[config.mk]
export PLATFORM = sky130hd
export DESIGN_NAME = key_irq_pio_flat
export DESIGN_NICKNAME = d
export VERILOG_FILES = /design/src/rtl/key_irq_pkg.sv /design/src/rtl/key_irq_pio_if.sv /design/src/rtl/key_debounce.sv /design/src/rtl/key_irq_pio.sv /design/src/flat_wrapper.sv
export SDC_FILE = /design/constraint.sdc
export NUM_CORES = 1
export LEC_CHECK = 0
export BUFFER_PORTS_ARGS = -buffer_cell sky130_fd_sc_hd__buf_4
export CAP_MARGIN = 20
export CORE_MARGIN = 2
export CORE_UTILIZATION = 50
export CTS_CLUSTER_SIZE = 28
export DETAILED_ROUTE_END_ITERATION = 10
export PLACE_DENSITY = 0.74
export SLEW_MARGIN = 10
export SYNTH_ARGS = -nofsm -noshare
export SYNTH_HDL_FRONTEND = slang
export SYNTH_SLANG_ARGS = --single-unit
[constraint.sdc]
create_clock -name sys_clk -period 5.5 [get_ports sys_clk]
set_input_delay 0.825 -clock sys_clk [delete_from_list [all_inputs] [get_ports sys_clk]]
set_output_delay 0.825 -clock sys_clk [all_outputs]
set_load 0.01 [all_outputs]
[src/rtl/key_irq_pkg.sv]
// Shared constants for the key interrupt PIO: bus geometry, register map and edge-mode codes.
package key_irq_pkg;

  localparam int unsigned AVS_AW = 2;
  localparam int unsigned AVS_DW = 32;

  localparam logic [AVS_AW-1:0] ADDR_DATA = 2'd0;
  localparam logic [AVS_AW-1:0] ADDR_MASK = 2'd1;
  localparam logic [AVS_AW-1:0] ADDR_EDGE = 2'd2;
  localparam logic [AVS_AW-1:0] ADDR_MODE = 2'd3;

  typedef enum logic [1:0] {
    MODE_RISE = 2'b00,
    MODE_FALL = 2'b01,
    MODE_BOTH = 2'b10,
    MODE_OFF  = 2'b11
  } edge_mode_e;

  // True when the channel's edge pulses match its configured capture mode.
  function automatic logic edge_hit(input logic [1:0] mode, input logic rise, input logic fall);
    logic hit;
    case (edge_mode_e'(mode))
      MODE_RISE: hit = rise;
      MODE_FALL: hit = fall;
      MODE_BOTH: hit = rise | fall;
      default:   hit = 1'b0;
    endcase
    return hit;
  endfunction

endpackage

[src/rtl/key_irq_pio_if.sv]
// Avalon-MM slave bundle for the key interrupt PIO (fixed read latency 1).
interface key_irq_pio_if;
  import key_irq_pkg::*;

  logic [AVS_AW-1:0] avs_address;
  logic              avs_read;
  logic              avs_write;
  logic [AVS_DW-1:0] avs_writedata;
  logic [AVS_DW-1:0] avs_readdata;

  modport master (
    output avs_address, avs_read, avs_write, avs_writedata,
    input  avs_readdata
  );

  modport slave (
    input  avs_address, avs_read, avs_write, avs_writedata,
    output avs_readdata
  );

endinterface

[src/rtl/key_debounce.sv]
// One key channel: 2-flop synchroniser, stability counter and debounced level with edge pulses.
module key_debounce #(
  parameter int unsigned DEB_CYCLES = 2000000,
  parameter bit          ACTIVE_LOW = 1'b1
) (
  input  logic sys_clk,
  input  logic sys_rst_n,
  input  logic i_key,
  output logic o_level,
  output logic o_rise,
  output logic o_fall
);

  localparam int unsigned    CNT_W   = (DEB_CYCLES > 1) ? $clog2(DEB_CYCLES) : 1;
  localparam logic [CNT_W-1:0] CNT_MAX = CNT_W'(DEB_CYCLES - 1);

  logic             r_sync1, r_sync2;
  logic [CNT_W-1:0] r_cnt, w_cnt_nxt;
  logic             r_level, w_level_nxt;
  logic             r_level_dly;
  logic             w_pressed;

  // Sync flops reset to the released pin level so reset release never looks like a press.
  always_ff @(posedge sys_clk or negedge sys_rst_n) begin
    if (!sys_rst_n) begin
      r_sync1 <= ACTIVE_LOW;
      r_sync2 <= ACTIVE_LOW;
    end else begin
      r_sync1 <= i_key;
      r_sync2 <= r_sync1;
    end
  end

  assign w_pressed = r_sync2 ^ ACTIVE_LOW;

  always_comb begin
    w_cnt_nxt   = r_cnt;
    w_level_nxt = r_level;
    if (w_pressed == r_level) begin
      w_cnt_nxt = '0;
    end else if (r_cnt == CNT_MAX) begin
      w_level_nxt = w_pressed;
      w_cnt_nxt   = '0;
    end else begin
      w_cnt_nxt = r_cnt + 1'b1;
    end
  end

  always_ff @(posedge sys_clk or negedge sys_rst_n) begin
    if (!sys_rst_n) begin
      r_cnt       <= '0;
      r_level     <= 1'b0;
      r_level_dly <= 1'b0;
    end else begin
      r_cnt       <= w_cnt_nxt;
      r_level     <= w_level_nxt;
      r_level_dly <= r_level;
    end
  end

  assign o_level = r_level;
  assign o_rise  = r_level & ~r_level_dly;
  assign o_fall  = ~r_level & r_level_dly;

endmodule

[src/rtl/key_irq_pio.sv]
// Debounced key inputs with per-channel edge capture, interrupt mask and Avalon-MM register file.
module key_irq_pio
  import key_irq_pkg::*;
#(
  parameter int unsigned NUM_KEYS       = 4,
  parameter int unsigned DEB_CYCLES     = 2000000,
  parameter bit          KEY_ACTIVE_LOW = 1'b1
) (
  input  logic                sys_clk,
  input  logic                sys_rst_n,
  input  logic [NUM_KEYS-1:0] key,
  key_irq_pio_if.slave        avs,
  output logic                irq
);

  logic [NUM_KEYS-1:0]   w_level, w_rise, w_fall, w_set, w_clr;
  logic [NUM_KEYS-1:0]   r_mask, r_edge, w_edge_nxt;
  logic [2*NUM_KEYS-1:0] r_mode;
  logic [AVS_DW-1:0]     r_rdata, w_rd_word;
  logic                  w_wr_mask, w_wr_edge, w_wr_mode;

  for (genvar gi = 0; gi < NUM_KEYS; gi++) begin : g_key
    key_debounce #(
      .DEB_CYCLES (DEB_CYCLES),
      .ACTIVE_LOW (KEY_ACTIVE_LOW)
    ) u_deb (
      .sys_clk   (sys_clk),
      .sys_rst_n (sys_rst_n),
      .i_key     (key[gi]),
      .o_level   (w_level[gi]),
      .o_rise    (w_rise[gi]),
      .o_fall    (w_fall[gi])
    );
  end

  if (2 * NUM_KEYS < AVS_DW) begin : g_unused
    logic w_unused_wdata;
    assign w_unused_wdata = ^avs.avs_writedata[AVS_DW-1:2*NUM_KEYS];
  end

  assign w_wr_mask = avs.avs_write && (avs.avs_address == ADDR_MASK);
  assign w_wr_edge = avs.avs_write && (avs.avs_address == ADDR_EDGE);
  assign w_wr_mode = avs.avs_write && (avs.avs_address == ADDR_MODE);

  // A new edge wins over a write-1-to-clear landing in the same cycle.
  always_comb begin
    w_set = '0;
    for (int i = 0; i < NUM_KEYS; i++) begin
      w_set[i] = edge_hit(r_mode[2*i +: 2], w_rise[i], w_fall[i]);
    end
    w_clr      = w_wr_edge ? avs.avs_writedata[NUM_KEYS-1:0] : '0;
    w_edge_nxt = (r_edge & ~w_clr) | w_set;
  end

  always_comb begin
    w_rd_word = '0;
    case (avs.avs_address)
      ADDR_DATA: w_rd_word[NUM_KEYS-1:0]   = w_level;
      ADDR_MASK: w_rd_word[NUM_KEYS-1:0]   = r_mask;
      ADDR_EDGE: w_rd_word[NUM_KEYS-1:0]   = r_edge;
      ADDR_MODE: w_rd_word[2*NUM_KEYS-1:0] = r_mode;
      default:   w_rd_word                 = '0;
    endcase
  end

  always_ff @(posedge sys_clk or negedge sys_rst_n) begin
    if (!sys_rst_n) begin
      r_mask  <= '0;
      r_edge  <= '0;
      r_mode  <= '0;
      r_rdata <= '0;
    end else begin
      r_edge <= w_edge_nxt;
      if (w_wr_mask) r_mask <= avs.avs_writedata[NUM_KEYS-1:0];
      if (w_wr_mode) r_mode <= avs.avs_writedata[2*NUM_KEYS-1:0];
      if (avs.avs_read) r_rdata <= w_rd_word;
    end
  end

  assign avs.avs_readdata = r_rdata;
  assign irq              = |(r_edge & r_mask);

endmodule

[src/flat_wrapper.sv]
// flat-port wrapper written by rule: the top's interface ports become plain ports
module key_irq_pio_flat import key_irq_pkg::*;
#(
  parameter int unsigned NUM_KEYS       = 4,
  parameter int unsigned DEB_CYCLES     = 2000000,
  parameter bit          KEY_ACTIVE_LOW = 1'b1
)
  (sys_clk, sys_rst_n, key, irq, avs_avs_address, avs_avs_read, avs_avs_write, avs_avs_writedata, avs_avs_readdata);
  key_irq_pio_if avs_i ();
  input  logic sys_clk;
  input  logic sys_rst_n;
  input  logic [NUM_KEYS-1:0] key;
  output logic irq;
  input wire logic [$bits(avs_i.avs_address)-1:0] avs_avs_address;
  input wire logic [$bits(avs_i.avs_read)-1:0] avs_avs_read;
  input wire logic [$bits(avs_i.avs_write)-1:0] avs_avs_write;
  input wire logic [$bits(avs_i.avs_writedata)-1:0] avs_avs_writedata;
  output wire logic [$bits(avs_i.avs_readdata)-1:0] avs_avs_readdata;
  assign avs_i.avs_address = avs_avs_address;
  assign avs_i.avs_read = avs_avs_read;
  assign avs_i.avs_write = avs_avs_write;
  assign avs_i.avs_writedata = avs_avs_writedata;
  assign avs_avs_readdata = avs_i.avs_readdata;
  key_irq_pio #(.NUM_KEYS(NUM_KEYS), .DEB_CYCLES(DEB_CYCLES), .KEY_ACTIVE_LOW(KEY_ACTIVE_LOW)) u_core (.sys_clk(sys_clk), .sys_rst_n(sys_rst_n), .key(key), .avs(avs_i), .irq(irq));
endmodule
==> results summary, run 1 <==
For this block, the routed nets add up to 11900 um of wire. The final max-slew violation count is 0. The width of the die came out at between 100 and 150 um.

The share of the cycle needed by the critical path after routing came out at 0.401. The via-per-instance ratio came out at about 5.7. The post-CTS setup-driven buffer insertion count came out at 0. The number of cell rows is 40. The total standard cell area after synthesis came out at about 6200 sq um. In this run the clock root is driven by a clkbuf_16. On the worst path, the slowest cell contributes a delay of around 0.73 ns. TritonCTS created 17 clock buffers. After synthesis, the share of flip-flops with an asynchronous set or reset is 1.00. For this run, the detailed router's first-pass iteration total came to 5.

The number of design-rule violations left by the first detailed-router iteration came out at between 300 and 400. At the end of routability-driven placement, the weighted congestion stood at between 0.8 and 0.9. The register clock-pin slew on the reported worst setup and hold paths is about 0.05 ns. The setup total negative slack is 0 ns.

The global router's overall resource usage came out at 0.199. The average detailed-routed wire length per instance is roughly 15 um. Setup slack closes at roughly 3.3 ns. Leaving out fill and tap cells, the most frequent cells in the layout are 116 x dfrtp_1, 66 x nor2_1, 37 x nand2_1. The cell count after synthesis came out at 596. The register with the most flip-flops in the layout has 84 of them. The fmax is about 450 MHz.

Detailed routing inserted a total of ~4500 vias. The core area came out at 12000 sq um. No sink is reached through more buffers than the 2 on the longest clock path. Walking the worst path, the cells encountered are ha_1 -> nand4_1 -> o31ai_2 -> buf_4 -> nor2_1. Among cell families on the critical path, the largest total delay comes from compound AO/OA/AOI/OAI gates. The depth of the CTS H-tree came out at 4. The count of cell types in the netlist is 50. Entering global routing, the biggest net connects 75 pins.

The number of warnings issued by yosys came out at 0. The number of synthesized flops with an enable pin is 0. The flow ran to the end, and the final reports show no timing, DRC or antenna violations. The number of global-route vias before repair came out at 4447. The slew at the pin with the worst max-slew slack came out at 0.934 ns.

The die outline area came out at 13200 sq um. Setup repair after global routing left no endpoint under its margin. The clock latency on the worst-skew pair is ~0.42 ns.

The register area is approximately 3100 sq um. The tool flagged a number of max-cap violations equal to 0. The number of buffers added to fix hold violations after cts came out at 0. The arrival time at the worst endpoint came out at between 2 and 3 ns.

The count of buffers added on input and output ports is 26. Of the synthesized area, sequential elements account for 0.505. The initial core utilization came out at 0.513. The initial antenna violation count is 0.

For this run, the post-layout net count is around 680. Setup violations remaining at the end of the flow were counted as 0. The final critical-path required period is 2.20 ns. The post-detailed-placement half-perimeter wirelength is approximately 8000 um. The required time at the endpoint of the critical path came out at 5.80 ns. Measured against its own limit, the worst slew margin works out to 0.378. For this design, the slowest cell found on the critical path is o31ai_2. The repair_antennas step left the layout with diodes totalling 0. The final hold violation count came to 0.

The number of buffers and inverters on the critical path is 1. The detail route stage leaves a number of antenna-violating nets equal to 0. The worst supply voltage drop on vdd came out at 0.000223 V. The multi-input combinational cells in the finished layout cover a total of 2780 sq um.

Synthesis inferred 124 register bits. The first global-routing pass estimated 20800 um of wire. The post-CTS resize count is 0.

In the synthesized netlist the dominant register cell turns out to be dfrtp_1. Dividing total power by cell area gives a power density of 322 nW/um^2. The average cell area after synthesis came out at 10.3 sq um. The commonest non-fill, non-tap cell in the layout is dfrtp_1. The leakage power came out at around 2.9 nW.

For this run, design rule violations remaining after detail routing come to 0. The layout cell share with drive strength beyond 1 came out at 0.150. The top-level I/O count came out at 75.

The die extent in y came out at around 110 um. The worst setup path is launched from a flop. By startpoint and endpoint, the worst setup path is classified as reg -> reg. The sink count of the clock tree is ~120. The element type at the critical path end is a flop. The clock tree from TritonCTS is yes. u_core.g_key.u_deb.r_cnt holds more flip-flops than any other register. The leftover overflow at the end of global routing is 0. The clock skew after layout is ~0.007 ns. The peak fanout along the critical path is 11. The worst slack after detailed placement is around 3.2 ns. In this run the worst hold path is classified as reg -> reg.

From synthesis to final layout, the design area changed by 13.4%. The number of filler cells placed in the layout came out at slightly above 1000.
worst reg2reg max path: cells and delay by family (launching register included):
kind / cells / cell delay [ns]
AOI/OAI and AO/OA: 1 / 0.73
adders and majority gates: 1 / 0.23
buffers and inverters: 1 / 0.30
DFF: 1 / 0.38
and+or+nand+nor: 2 / 0.44
worst paths after layout:
kind	startpoint	to	slack, ns	cells past startpoint
hold reg to reg	u_core.g_key[0].u_deb.r_sync1	u_core.g_key[0].u_deb.r_sync2	0.35	0
setup reg to reg	u_core.g_key[2].u_deb.r_cnt[0]	u_core.g_key[2].u_deb.r_cnt[3]	3.30	5
max in group asynchronous	sys_rst_n	u_core.g_key[3].u_deb.r_cnt[9]	3.78	2
setup / recovery	u_core.g_key[2].u_deb.r_cnt[0]	u_core.g_key[2].u_deb.r_cnt[3]	3.30	5
min in group asynchronous	sys_rst_n	u_core.g_key[1].u_deb.r_cnt[13]	0.54	1
hold / removal	u_core.g_key[0].u_deb.r_sync1	u_core.g_key[0].u_deb.r_sync2	0.35	0
area by class of cell:
| class | count | share of cell area |
|---|---|---|
| Clock buffer | 21 | 0.0645 |
| Clock inverter | 11 | 0.0208 |
| Inverter | 29 | 0.0156 |
| Multi-Input combinational cell | 427 | 0.397 |
| Sequential cell | 124 | 0.445 |
| Tap cell | 147 | 0.0263 |
| Timing Repair Buffer | 28 | 0.0301 |
per-layer routing:
metal,share of wire,routed length [um],GRT usage,vias to the layer above
li1,-,-,-,2136
met1,0.43,5170,0.252,2212
met2,0.50,5920,0.318,95
met3,0.051,608,0.0585,21
met4,0.020,237,0.0884,0
met5,0,0,0,-
power by group:
group | switching (mW) | internal, mW
clock network | 0.398 | 0.721
registers | 0.0352 | 0.955
logic | 0.0767 | 0.0654
total | 0.510 | 1.74
logic make-up (layout without fill, tap and decap cells):
group	after synthesis	in the layout	share of synthesized area
adder cells (fa/ha/maj)	12	12	0.0244
AO/OA/AOI/OAI	75	75	0.0766
XOR/XNOR	52	52	0.0739
other	1	24	0.000609
buffers and inverters	68	89	0.0579
flip-flops	124	124	0.505
AND/OR/NAND/NOR	239	239	0.209
multiplexers	25	25	0.0520
synthesized netlist by cell type (3+ instances only):
master / instances / share of area
o31ai_1: 16 / 0.020
a21oi_1: 28 / 0.023
nor2_1: 66 / 0.040
nor3_1: 8 / 0.0065
nand3b_1: 5 / 0.0061
dfrtp_1: 116 / 0.47
xor2_1: 23 / 0.033
nor4b_1: 6 / 0.0085
nand4_1: 18 / 0.018
o211ai_1: 3 / 0.0037
inv_1: 29 / 0.018
clkbuf_1: 10 / 0.0061
mux2_2: 16 / 0.029
or3_1: 16 / 0.016
mux4_2: 4 / 0.015
and4_1: 9 / 0.013
o22ai_1: 4 / 0.0041
xnor2_1: 29 / 0.041
mux2i_1: 5 / 0.0081
o21ai_0: 17 / 0.014
nand2_1: 37 / 0.023
or2_2: 3 / 0.0030
ha_1: 12 / 0.024
dfstp_2: 8 / 0.034
nor4_1: 6 / 0.0061
buf_4: 24 / 0.029
nand4b_1: 3 / 0.0043
and3_1: 4 / 0.0041
or4_1: 16 / 0.020
nand3_1: 31 / 0.025
through the flow:
stage	hold slack, ns	instances	utilization	total power, mW	area [sq um]
after floorplan	0.345	619	-	1.09	6250
after global placement	0.347	755	0.532	1.14	6390
after detailed placement	0.348	755	0.532	1.15	6390
after CTS	0.356	787	0.582	2.27	6990
after global routing	0.357	787	0.582	2.34	6990
final	0.355	787	0.582	2.25	6990
No activity file was read; power rests on OpenSTA's default activity.
==> run 2, diff against run 1 <==
==> constraint.sdc (replaced) <==
create_clock -name sys_clk -period 2.2 [get_ports sys_clk]
set_input_delay 0.33 -clock sys_clk [delete_from_list [all_inputs] [get_ports sys_clk]]
set_output_delay 0.33 -clock sys_clk [all_outputs]
set_load 0.01 [all_outputs]
==> run 2 against run 1 <==
Worst hold slack worse by 0.32 ns. Combinational power rose to 2.6 times the previous value. First-iteration DRC count grew 3.1%. Setup slack worse by 3.1 ns. Flip-flop and latch count is the same. Sequential share of layout area is 1.0 points lower. Total power grew to 2.6 times the previous value. Critical endpoint is now u_core.g_key[1].u_deb.r_cnt[20].
==> results summary, run 2 (same netlist as run 1, synthesis figures left out) <==
The endpoint identified for the worst register-to-register timing path is u_core.g_key[1].u_deb.r_cnt[20]. The root buffer selected by CTS is clkbuf_16. The die extent in y is 115 um (unchanged).

The worst supply voltage drop on vdd is 0.000566 V (+150%). The count of antenna diodes in the layout is 0 (unchanged). Ranked by flip-flop count, first place goes to u_core.g_key.u_deb.r_cnt. The register clock-pin slew on the reported worst setup and hold paths is 0.05 ns (about the same).

The flow ran to the end, and the final reports show no timing, DRC or antenna violations. The buffer depth of the longest clock path came out at 2 (unchanged). The average detailed-routed wire length per instance is 14.8 um (-2.1%).

The sink count of the clock tree is 124 (unchanged). The power density over cell area was 812 nW/um^2 (+150%). The number of non-filler instances in the completed layout came out at 799 (+1.5%). The number of buffers inserted during clock tree synthesis was 17 (unchanged). Leaving out fill and tap cells, the most frequent cell in the layout is dfrtp_1. The post-CTS setup-driven buffer insertion count came out at 0 (unchanged).

The hold path depth was 1 (+1). The peak fanout along the critical path came out at 10 (-1). The post-detailed-placement half-perimeter wirelength is 8260 um (+3.1%). The element type at the critical path end is a flop. The final max-slew violation count came out at 0 (unchanged). The core area came out at 12000 sq um (unchanged). The post-layout net count is 693 (+1.8%). The width of the die came out at 115 um (unchanged). The clock latency on the worst-skew pair is 0.42 ns (about the same). The leftover overflow at the end of global routing came to 0 (unchanged). The wire length of the first global-routing pass came out at 20600 um (-1.1%). The die outline area was 13200 sq um (unchanged). The flip-flop count of the largest register after layout came out at 84 (unchanged).

The via-per-instance ratio came out at 5.53 (-2.5%). The worst hold-check path type is in -> reg. The worst setup path is launched from a flop. The maximum number of pins on one net before global-route repair came out at 54 (-28%). The number of violations of the max-capacitance limit came out at 0 (unchanged). The setup slack of the most critical reg-to-reg path came to 0.18 ns (-3.12 ns). The critical path goes through ha_1 -> and4_1 -> nand4_1 -> or4_1 -> a21oi_1. The number of placed instances with taps included is 763 (+1.1%). The initial antenna violation count is 0 (unchanged). The via total after detailed routing came out at 4421 (-0.96%). The placer congestion estimate came to 0.803 (-4.5%). The number of global-route vias before repair is 4415 (-0.72%). The initial core utilization came out at 0.513 (unchanged). The number of cell rows is 40 (unchanged). The buffer and inverter count on the worst path is 0 (-1). The relative area change from synthesis to final layout came out at 16.1%.

The startpoint identified for the worst hold timing path is key[1]. The largest incremental delay on the critical path came out at 0.52 ns (-0.21 ns). The clock skew after layout came out at 0.00768 ns (+0.000660 ns). The number of port buffers is 26 (unchanged). By startpoint and endpoint, the worst setup path is classified as reg -> reg. The worst hold path terminates at u_core.g_key[1].u_deb.r_sync1.

The top cell types in the final layout, fill and taps aside, are 116 x dfrtp_1, 66 x nor2_1, 37 x nand2_1. The share of the cycle needed by the critical path after routing came to 0.919 (+0.518). The layout cell share with drive strength beyond 1 is 0.163 (+0.0126). The depth of the CTS H-tree is 4 (unchanged).

The final critical-path required period is 2.02 ns (-0.183 ns). The top-level I/O count came out at 75 (unchanged). The global router's overall resource usage came out at 0.198 (-0.000295). The required time at the endpoint of the critical path came to 2.54 ns (-3.26 ns).

Setup repair after global routing left no endpoint under its margin. Grouping stages by cell kind, the critical path spends the most delay in simple AND/OR/NAND/NOR gates. The final hold violation count is 0 (unchanged). The leakage power came out at 2.99 nW (+3.4%). The setup total negative slack came out at 0 ns (unchanged). TritonCTS built the clock tree. The count of antenna-violating nets left after detailed routing is 0 (unchanged). The first-pass iteration count of the detailed router came out at 4 (-1).

The startpoint identified for the worst register-to-register timing path is u_core.g_key[1].u_deb.r_cnt[0]. The setup-violating endpoint count in the final report was 0 (unchanged). The number of design-rule violations left by the first detailed-router iteration came out at 328 (+3.1%). The number of cells on the worst reg-to-reg path is 5 (unchanged).

The total length of routed wires is 11900 um (-0.65%). The number of remaining DRC errors came out at 0 (unchanged). The arrival time at the worst endpoint is 2.36 ns (-0.14 ns). The fmax came out at 495 MHz (+9.0%). The master of the slowest instance on the critical path is or4_1.
[run 2: cell count changes in the layout (fill, tap and decap cells not counted), moves of 2 or more]
cell	change
buf_12	+2
buf_4	+6
clkbuf_1	-2
clkbuf_8	+2
clkinvlp_4	-3
dlygate4sd3_1	+4
[run 2: metrics by stage]
step | utilization | setup WS [ns] | total power, mW | instance area, sq um | hold slack, ns
4_1_cts | 0.595 | 0.186 | 5.87 | 7140 | 0.00114
5_1_grt | 0.596 | 0.00269 | 6.05 | 7150 | 0.00457
2_1_floorplan | - | 0.252 | 2.72 | 6250 | 0.0344
6_report | 0.596 | 0.179 | 5.81 | 7150 | 0.0304
3_5_place_dp | 0.539 | 0.183 | 2.89 | 6480 | 0.271
3_3_place_gp | 0.539 | 0.248 | 2.87 | 6480 | 0.262
[run 2: power breakdown]
| group | switching, mW | internal [mW] |
|---|---|---|
| combinational | 0.195 | 0.181 |
| clock | 0.984 | 1.98 |
| sequential | 0.0861 | 2.39 |
[run 2: per-layer routing]
layer | track usage | vias to the layer above | routed length [um]
met4 | 0.0683 | 0 | 220
met2 | 0.325 | 77 | 6030
met5 | 0 | - | 0
met1 | 0.247 | 2158 | 5090
li1 | - | 2158 | -
met3 | 0.0669 | 28 | 524
[run 2: how the worst max path moves through the flow]
stage | start | endpoint | slack (ns) | cells after the start
3_5_place_dp | u_core.g_key[1].u_deb.r_cnt[0] | u_core.g_key[1].u_deb.r_cnt[18] | 0.18 | 5
6_report | u_core.g_key[1].u_deb.r_cnt[0] | u_core.g_key[1].u_deb.r_cnt[20] | 0.18 | 5
2_1_floorplan | u_core.g_key[0].u_deb.r_cnt[13] | u_core.g_key[0].u_deb.r_cnt[9] | 0.25 | 5
5_1_grt | u_core.g_key[1].u_deb.r_cnt[0] | u_core.g_key[1].u_deb.r_cnt[20] | 0.003 | 5
4_1_cts | u_core.g_key[1].u_deb.r_cnt[0] | u_core.g_key[1].u_deb.r_cnt[18] | 0.19 | 5
3_3_place_gp | u_core.g_key[0].u_deb.r_cnt[13] | u_core.g_key[0].u_deb.r_cnt[20] | 0.25 | 5
[run 2: area by class of cell]
type	count	area (sq um)
clock buffer	21	470
clock inverter	11	166
fill	984	4860
inverter	29	109
multi-input combinational	427	2780
sequential	124	3110
tap	147	184
timing repair buffer	40	335
[run 2: timing repair]
action / in CTS / in global routing
hold buffers: 3 / 1
resized for setup: 0 / 0
endpoints found under the hold margin: 24 / 1
setup endpoints to repair: 0 / 1
==> run 3, diff against run 2 <==
--- a/config.mk
+++ b/config.mk
@@ -7,11 +7,12 @@
 export LEC_CHECK = 0
 export BUFFER_PORTS_ARGS = -buffer_cell sky130_fd_sc_hd__buf_4
 export CAP_MARGIN = 20
+export CORE_ASPECT_RATIO = 1.5
 export CORE_MARGIN = 2
-export CORE_UTILIZATION = 50
+export CORE_UTILIZATION = 35
 export CTS_CLUSTER_SIZE = 28
 export DETAILED_ROUTE_END_ITERATION = 10
-export PLACE_DENSITY = 0.74
+export PLACE_DENSITY = 0.57
 export SLEW_MARGIN = 10
 export SYNTH_ARGS = -nofsm -noshare
 export SYNTH_HDL_FRONTEND = slang
==> run 3 against run 2 <==
Count of clock-buffer cells in the layout up 1. Routed wire length up 6.4%. First-iteration DRC count down 32%. Critical path type unchanged. Critical endpoint unchanged. Largest cell class unchanged. Highest routed layer unchanged.
==> results summary, run 3 (same netlist as run 1, synthesis figures left out) <==
The top cell types in the final layout, fill and taps aside, are 116 x dfrtp_1, 66 x nor2_1, 37 x nand2_1. The library cell used most frequently in the layout, excluding fill and tap cells, is dfrtp_1. The flip-flop count of the largest register after layout is 84 (unchanged). The post-detailed-placement half-perimeter wirelength came out at 8980 um (+8.7%). The sink count of the clock tree is 124 (unchanged).

The worst hold slack across all endpoints is 0.0263 ns (-0.00418 ns). The cell area after layout is 7220 sq um (+0.98%). The number of remaining DRC errors is 0 (unchanged). The worst path setup slack after routing is 0.204 ns (+0.0244 ns). The number of buffers inserted during clock tree synthesis is 17 (unchanged). The via-per-instance ratio is 5.09 (-8.0%).

The share of power burned in the clock network came out at 0.520 (+0.010). The number of non-filler instances in the completed layout came to 863 (+8.0%). The leakage power is 2.99 nW (-0.26%). The final hold violation count came out at 0 (unchanged).

The proportion of total power due to net switching is 0.217 (-0.000601). The buffer depth of the longest clock path came out at 2 (unchanged). The power density over cell area is 820 nW/um^2 (+0.89%).

The setup total negative slack came out at 0 ns (unchanged). The setup slack of the most critical reg-to-reg path is 0.20 ns (+0.02 ns). The width of the die is 112 um (-2.3%). The global routing's busiest layer is met2. Counting flops per register, the top entry is u_core.g_key.u_deb.r_cnt.

The number of global-route vias before repair came out at 4500 (+1.9%). The min-delay analysis places its worst path in the category in -> reg. The number of violations of the max-capacitance limit came to 0 (unchanged).

The first-pass iteration count of the detailed router is 4 (unchanged). The average detailed-routed wire length per instance came out at 14.6 um (-1.5%). The overall power consumption is 5.92 mW (+1.9%). The fmax is 501 MHz (+1.2%).

The internal power summed over all cells is 4.64 mW (+2.0%). The root buffer selected by CTS is clkbuf_16. The worst supply voltage drop on vdd is 0.000660 V (+17%). The power dissipated by switching net loads came to 1.29 mW (+1.6%).

The met2 usage in global routing came out at 0.250 (-0.0756). STA classifies the critical path endpoint as a flop. The wire length of the first global-routing pass is 21600 um (+5.1%). The clock latency on the worst-skew pair came out at 0.41 ns (about the same). The number of design-rule violations left by the first detailed-router iteration came out at 224 (-32%). The top-level I/O count was 75 (unchanged). Setup repair after global routing left no endpoint under its margin. The part of the power in combinational logic came to 0.062 (-0.003). The global routing met1 resource utilization came out at 0.167 (-0.0799). The arrival time at the worst endpoint is 2.33 ns (-0.03 ns). The depth of the CTS H-tree came to 4 (unchanged).

The worst setup path is launched from a flop. The leftover overflow at the end of global routing was 0 (unchanged). The setup-violating endpoint count in the final report is 0 (unchanged). The clock tree from TritonCTS is yes. The number of cell rows is 59 (+48%). The number of port buffers came out at 26 (unchanged). The peak fanout along the critical path is 10 (unchanged). The count of antenna-violating nets left after detailed routing is 0 (unchanged). The final max-slew violation count is 0 (unchanged). The total cell area at the placement stage came out at 6560 sq um (+1.3%). The via total after detailed routing is 4394 (-0.61%). The setup path with the least slack is of type reg -> reg. The share of the core filled with cells in the final layout is 0.418 (-0.177). The required time at the endpoint of the critical path is 2.53 ns (about the same). The register clock-pin slew on the reported worst setup and hold paths is 0.06 ns (about the same). The worst slack after detailed placement was 0.193 ns (+0.00983 ns).

The global router's overall resource usage came out at 0.141 (-0.0570). The met3 capacity usage during global routing came to 0.0317 (-0.0353). The placer congestion estimate came out at 0.792 (-1.3%). The clock skew after layout came out at 0.0130 ns (+0.00531 ns).

The final critical-path required period came out at 2.00 ns (-0.0244 ns). The die outline area is 18700 sq um (+41%). The number of filler cells placed in the layout came to 1634 (+66%). The share of power burned in registers is 0.418 (-0.007). The maximum number of pins on one net before global-route repair is 64 (+19%). The layout cell share with drive strength beyond 1 came to 0.160 (-0.00233).

The core area is 17300 sq um (+44%). The die extent in y came to 166 um (+45%). The initial core utilization is 0.357 (-0.156). The number of placed instances with taps included came out at 829 (+8.7%). The relative area change from synthesis to final layout is 17.3%. The share of the cycle needed by the critical path after routing is 0.907 (-0.0111). The initial antenna violation count is 1 (+1).

The post-CTS resize count is 0 (unchanged). The total length of routed wires came to 12600 um (+6.4%). The post-layout net count came out at 690 (-0.43%).

The flow ran to the end, and the final reports show no timing, DRC or antenna violations.
[run 3: cell types whose count changed in the layout (fill, tap and decap cells not counted), sizes merged]
cell / delta
clkinv: -1
diode: +1
clkbuf: +1
bufinv: +1
clkinvlp: -1
dlygate4sd3: -3
[run 3: path summary, 6_finish.rpt]
kind                                                     start                               to  cells past startpoint
worst min-delay path                                    key[0]    u_core.g_key[0].u_deb.r_sync1                      1
worst max-delay path            u_core.g_key[1].u_deb.r_cnt[0]  u_core.g_key[1].u_deb.r_cnt[20]                      5
worst max register to register  u_core.g_key[1].u_deb.r_cnt[0]  u_core.g_key[1].u_deb.r_cnt[20]                      5
max in group asynchronous                            sys_rst_n    u_core.g_key[2].u_deb.r_sync1                      3
worst min register to register   u_core.g_key[2].u_deb.r_sync1    u_core.g_key[2].u_deb.r_sync2                      0
min in group asynchronous                            sys_rst_n  u_core.g_key[1].u_deb.r_cnt[12]                      2
[run 3: metal layers]
metal / share of wire / vias to the layer above
met5: 0 / -
met2: 0.53 / 60
li1: - / 2153
met3: 0.032 / 10
met4: 0.013 / 0
met1: 0.42 / 2171
[run 3: power groups by stage]
stage / clock network [mW] / registers [mW] / logic [mW]
final: 3.08 / 2.48 / 0.366
after global routing: 3.26 / 2.49 / 0.412
after CTS: 3.15 / 2.48 / 0.375
after detailed placement: 0 / 2.52 / 0.372
after global placement: 0 / 2.51 / 0.361
after floorplan: 0 / 2.50 / 0.228
[run 3: cell type report]
cell class	instances	area, sq um	area share
Clock buffer	22	464	0.0643
Sequential cell	124	3110	0.431
Clock inverter	10	188	0.0260
Antenna cell	1	2.50	0.000346
Inverter	29	109	0.0151
Timing Repair Buffer	37	305	0.0423
Tap cell	213	267	0.0369
Multi-Input combinational cell	427	2780	0.384
[run 3: critical path, stage by stage, from the launching register on]
cell	delay, ns
dfrtp_1	0.41
ha_1	0.23
and4_1	0.30
nand4_1	0.32
or4_1	0.51
a21oi_1	0.16
[run 3: timing repair]
action,CTS,global route
hold buffers,1,0
endpoints found under the hold margin,29,0
buffers inserted,0,0
